[src/rtl/kadai3_acc.sv]
// kadai3_acc: drains 16-bit products from an upstream read-latency-1 FIFO
// and accumulates every N of them into one block sum (block dot-product).
// The completed sum is offered on SUM/SUM_VALID/SUM_READY, and reading
// from the FIFO stops until the consumer has taken that sum.
//
// Handshake rules for SUM:
//   SUM_VALID is registered. Once it rises, SUM and SUM_VALID stay stable
//   until a rising CLK edge with SUM_VALID=1 and SUM_READY=1 transfers the
//   word. SUM_READY may be high before SUM_VALID rises. RD never depends
//   on SUM_READY, so there is no combinational path from ready to read.
module kadai3_acc #(
  parameter int N    = 8,
  parameter int ACCW = 24
) (
  input  logic            CLK,
  input  logic            RST,
  input  logic [15:0]     DIN,
  input  logic            VALID,
  input  logic            EMPTY,
  output logic            RD,
  output logic [ACCW-1:0] SUM,
  output logic            SUM_VALID,
  input  logic            SUM_READY,
  output logic            ERR,
  output logic            dbg_state
);

  // Both counters must be able to hold the value N.
  localparam int CW = $clog2(N + 1);
  localparam logic [CW-1:0] N_C    = CW'(N);
  localparam logic [CW-1:0] LAST_C = CW'(N - 1);

  typedef enum logic {
    ST_ACC  = 1'b0,
    ST_HOLD = 1'b1
  } state_t;

  state_t          state, state_nxt;
  logic [ACCW-1:0] acc, acc_nxt;
  logic [ACCW-1:0] sum_nxt;
  logic            sum_valid_nxt;
  logic            err_nxt;
  logic [CW-1:0]   issued, issued_nxt;
  logic [CW-1:0]   got, got_nxt;

  logic [ACCW-1:0] din_ext;
  logic [ACCW-1:0] acc_plus;
  logic            accept;
  logic            unsolicited;

  // The product is zero-extended. The sum wraps modulo 2^ACCW.
  assign din_ext  = {{(ACCW-16){1'b0}}, DIN};
  assign acc_plus = acc + din_ext;

  // Reads are issued only while collecting and while fewer than N reads are
  // in this block. RST is part of the term so RD is low during reset.
  assign RD = RST && (state == ST_ACC) && !EMPTY && (issued < N_C);

  // A VALID word belongs to this block only if it answers an outstanding read.
  assign accept      = (state == ST_ACC) && VALID && (issued > got);
  assign unsolicited = VALID && !accept;

  assign dbg_state = state;

  // Next-state, counter, accumulator and result logic.
  always_comb begin
    state_nxt     = state;
    acc_nxt       = acc;
    sum_nxt       = SUM;
    sum_valid_nxt = SUM_VALID;
    err_nxt       = ERR;
    issued_nxt    = issued;
    got_nxt       = got;

    if (RD) begin
      issued_nxt = issued + 1'b1;
    end

    case (state)
      ST_ACC: begin
        if (accept) begin
          if (got == LAST_C) begin
            // The Nth word completes the block. At this point issued == N,
            // so RD is low and clearing issued does not drop a read.
            sum_nxt       = acc_plus;
            sum_valid_nxt = 1'b1;
            state_nxt     = ST_HOLD;
            acc_nxt       = '0;
            got_nxt       = '0;
            issued_nxt    = '0;
          end else begin
            acc_nxt = acc_plus;
            got_nxt = got + 1'b1;
          end
        end
      end
      ST_HOLD: begin
        if (SUM_VALID && SUM_READY) begin
          sum_valid_nxt = 1'b0;
          state_nxt     = ST_ACC;
        end
      end
      default: begin
        state_nxt = ST_ACC;
      end
    endcase

    // The data of an unsolicited word is dropped. The error flag is sticky.
    if (unsolicited) begin
      err_nxt = 1'b1;
    end
  end

  // State registers. Reset discards any partial block and any pending result.
  always_ff @(posedge CLK or negedge RST) begin
    if (!RST) begin
      state     <= ST_ACC;
      acc       <= '0;
      SUM       <= '0;
      SUM_VALID <= 1'b0;
      ERR       <= 1'b0;
      issued    <= '0;
      got       <= '0;
    end else begin
      state     <= state_nxt;
      acc       <= acc_nxt;
      SUM       <= sum_nxt;
      SUM_VALID <= sum_valid_nxt;
      ERR       <= err_nxt;
      issued    <= issued_nxt;
      got       <= got_nxt;
    end
  end

endmodule

[config.mk]
export PLATFORM = sky130hd
export DESIGN_NAME = kadai3_acc
export DESIGN_NICKNAME = d
export VERILOG_FILES = /design/src/rtl/kadai3_acc.sv
export SDC_FILE = /design/constraint.sdc
export NUM_CORES = 1
export LEC_CHECK = 0
export BUFFER_PORTS_ARGS = -buffer_cell sky130_fd_sc_hd__clkbuf_2
export CAP_MARGIN = 0
export CORE_ASPECT_RATIO = 2
export CORE_MARGIN = 1.5
export CORE_UTILIZATION = 44
export CTS_CLUSTER_SIZE = 20
export DETAILED_ROUTE_END_ITERATION = 8
export RECOVER_POWER = 50
export SLEW_MARGIN = 10
export SYNTH_ARGS = -nofsm -noshare
export SYNTH_HDL_FRONTEND = slang
export SYNTH_SLANG_ARGS = --single-unit
[constraint.sdc]
create_clock -name CLK -period 2.7 [get_ports CLK]
set_clock_uncertainty 0.15 [all_clocks]
set_input_delay 0.405 -clock CLK [delete_from_list [all_inputs] [get_ports CLK]]
set_output_delay 0.405 -clock CLK [all_outputs]
set_load 0.03 [all_outputs]
# After elaboration in Yosys (flattened, before gate mapping)
# Index checks and enable logic that the tools add are counted.
# W data, S select, Z words.
# word_totals
ff_bits	59
inputBits	21
output_inout_bits	28
wordCells	43
# classes
n_addsub	3
order_cmp	2
n_eq_ne	4
muxes	14
n_bitwise	1
n_reduce_logical	12
# op_table
cell	n
$add A24 B16 Y24	1
$mux W24	1
$mux W4	5
$add A4 B1 Y4 const B	2
$logic_and A1 B1 Y1	7
$mux W1	6
$reduce_and A3 Y1	2
$eq A4 B3 Y1 const B	1
$gt A4 B4 Y1	1
$lt A4 B4 Y1 const B	1
$ne A2 B1 Y1 const B	2
$pmux W1 S2	2
$logic_not A1 Y1	2
$ne A2 B2 Y1 const B	1
$reduce_and A2 Y1	1
$not A1 Y1	1

# Depth between registers and ports, before layout
# depth
ltp_word	8
mapped_depth	10
ltp_nobuf	8

# Worst setup path after synthesis
# No wires, ideal clock.
# synth_timing
path_type	input port to flip-flop
from	input port DIN[0]
to	register acc[20]
arrival_ns	2.160
required_time_ns	2.419
slack_ns	0.259
stages	8
path_buffers	0
path_cell_list	ha_1 fa_1 a21o_1 a22o_1 a2111oi_2 nor2_1 a32oi_1 o21ai_1
# synth_via
elab_chain_len	2
# synth_rtl
element	line_no	rtl
start, declared	17	input logic [15:0] DIN,
$add A24 B16 Y24	53	assign acc_plus = acc + din_ext;
$mux W24	82	if (got == LAST_C) begin
end signal, assigned	126	acc <= acc_nxt;
end, declared	39	logic [ACCW-1:0] acc, acc_nxt;
# No other way between the ends.
# A chain may end at the register's enable or synchronous reset.

# Worst setup path after layout
# layout_timing
from	register acc[0]
to	register acc[20]
# layout_via
elab_chain_len	2
# layout_rtl
element	line_no
$add A24 B16 Y24	53
$mux W24	82
# No other way between the ends.

==> results.md <==
- Outcome: finished, violations left
- Failing checks: max-capacitance violations
- Psw: 2.29 mW
- Num rows: 45
- VDD IR-drop max: 0.000781 V
- Critical path arrival: 2630 ps
- IO buf count: 48
- Yosys top cell by area: dfrtp_1
- Hold crit path type: in -> reg
- Total gr overflow: 0
- Post-DP HPWL: 6660 um
- Initial Util: 45.3%
- CP Max Fanout: 4
- Top cell type's share of synthesized area: 42.9%
- Syn. warnings: 0
- First-pass GRT wire length: 14800 um
- Initial antenna violation count: 0
- Cell Area, Synth: 3440 um^2
- Antenna-violating nets left: 0
- FFs w/ async S/R, synth: 100%
- Routed WL: 9000 um
- Final Non-Filler Cells: 522
- Critical Path Sink Type: flop
- Total power: 5.46 mW
- CTS tree: done
- Top_reg_cell synth: dfrtp_1
- Die Y: 128 um
- CTS Buffer Depth: 2
- RSZ-0062 raised after global routing: false
- # setup viols final: 0
- Nets: 467
- Final Wtd Congestion: 0.879
- Critical path class: reg -> reg
- Synth top area cells: dfrtp_1 43%, ha_1 8.0%, nand2_1 6.2%, o21ai_0 3.2%, a21oi_1 3.1%
- Post-Place Setup Slack: -25.0 ps
- Vias in the first global route: 3070
- Die width: 65.5 um
- Setup_tns: 0 ps
- Wire per inst: 17.2 um
- Vias per std cell: 5.73
- Final instance area: 4220 um^2
- Tcrit/Tclk final: 95.6%
- Core Region: 7600 um^2
- H-tree levels: 3
- Clock Power Share: 24.1%
- Power density cells: 1290 nW/um^2
- Synth Register Bits: 59
- Clk pin slew, worst setup/hold paths: 50 ps
- Dpl cell area: 3870 um^2
- Max-slew headroom: 0.385%
- Smallest hold slack: 136 ps
- Flop pwr share: 26.6%
- Initial DRC count: 237
- Endpoints failing hold: 0
- Placed Instances: 506
- Synth unique cells: 55
- Post-synthesis sequential area ratio: 42.9%
- Final core occ: 55.5%
- Startpoint type of the worst setup path: flop
- Tmin final: 2580 ps
- Critical Path RT: 2750 ps
- Sw Share: 42.0%
- Post-CTS setup repair buffer count: 0
- Diodes inserted: 0
- Worst-Skew Late Latency: 330 ps
- Synth-to-Final Area Change: 22.6%
- Gate Count Post-Synth: 362
- MaxCap Viol Count: 1
- Aggregate global-route resource usage: 23.3%
- CTS Sinks: 59
- Die area: 8390 um^2
- Worst Setup Slack, final: 119 ps
- Lkg Pwr: 1.97 nW
- I/O Pins: 49
- Synth Net Count: 406
- Root Buffer: clkbuf_16
- Mapped Avg Cell Area: 9.51 um^2
- Pint: 3.16 mW
- Vias: 2992
- Highest Clock Rate: 387 MHz
- Total CTS buffers: 9
- DRT Pass-1 Iters: 4
- Fillers: 717
- Largest net degree at the start of global routing: 60
- Max Slew Vio Count: 0
- Worst slew pin tran: 1490 ps
- DRC violations left: 0
- Comb pwr share: 49.2%
- EDFF count, synth: 0
- Ratio of cells with drive above 1 in the final layout: 18.7%
==> Yosys cell counts, types with 7 or more instances <==
cell,number
clkbuf_1,11
a21oi_1,21
nor2_1,19
o31ai_1,8
nand2_1,57
o21ai_0,22
ha_1,22
nand3_1,10
xnor2_1,11
a21o_1,7
a22o_1,11
dfrtp_1,59
==> power by group through the flow <==
stage	Clock [mW]	Sequential, mW	Combinational (mW)
4_1_cts	1.34	1.46	2.68
2_1_floorplan	0	1.63	1.72
5_1_grt	1.38	1.50	2.99
3_3_place_gp	0	1.46	2.61
3_5_place_dp	0	1.47	2.66
6_report	1.32	1.45	2.69
==> placed cells by master (no fill, tap or decap), types with 7 or more instances in the layout <==
master / instances
dfrtp_1: 59
nand2_1: 57
clkbuf_2: 35
o21ai_0: 22
ha_1: 22
a21oi_1: 20
nor2_1: 18
clkbuf_1: 15
buf_4: 13
xnor2_1: 11
a22o_1: 11
nand3_1: 10
clkbuf_16: 9
o31ai_1: 8
a21o_1: 7
==> area by class of cell <==
type	instances	area, um^2	area share [%]
Clock inverter	5	100	2.37
Sequential cell	59	1480	35.0
Timing Repair Buffer	63	345	8.18
Inverter	6	22.5	0.533
Multi-Input combinational cell	284	1920	45.4
Clock buffer	11	243	5.75
Tap cell	94	118	2.79
==> critical path, cell delays in order, from the launching register on <==
cell and delay (ps):
dfrtp_1 380, ha_1 210, fa_1 410, a21o_1 200, a22o_1 250, a2111oi_4 400, nor2_1 160, a32oi_1 180
o21ai_1 90
==> final timing paths <==
check	from	endpoint	slack, ps	cells past startpoint
min	SUM_READY	SUM_VALID$_DFFE_PN0P_	140	2
max in group asynchronous	RST	acc[19]$_DFFE_PN0P_	1020	2
max	acc[0]$_DFFE_PN0P_	acc[20]$_DFFE_PN0P_	120	8
min reg2reg	ERR$_DFFE_PN0P_	ERR$_DFFE_PN0P_	300	1
max reg2reg	acc[0]$_DFFE_PN0P_	acc[20]$_DFFE_PN0P_	120	8
min in group asynchronous	RST	SUM[1]$_DFFE_PN0P_	460	2
==> cells by family after synthesis <==
family / synth area share [%]
AOI/OAI and AO/OA: 23.8
xor gates and xnor gates: 4.33
adders and majority gates: 8.58
buffers and inverters: 2.11
DFF: 42.9
muxes: 2.25
and+or+nand+nor: 16.0
==> state kept, by name, indices dropped and copies added (netlist names) <==
register   flops
SUM_VALID      1
ERR            1
dbg_state      1
acc           24
issued         4
got            4
SUM           24
==> repair_timing <==
action | CTS | global route
hold buffers | 0 | 0
gates resized for setup | 0 | 4
endpoints found under the setup margin | 0 | 6
==> per-layer routing <==
metal / global-route usage, % / part of all wire [%]
met2: 42.0 / 55
met1: 27.0 / 40
met5: 0 / 0
met4: 9.31 / 2.5
met3: 3.60 / 2.6
(Power assumes the default switching activity.)
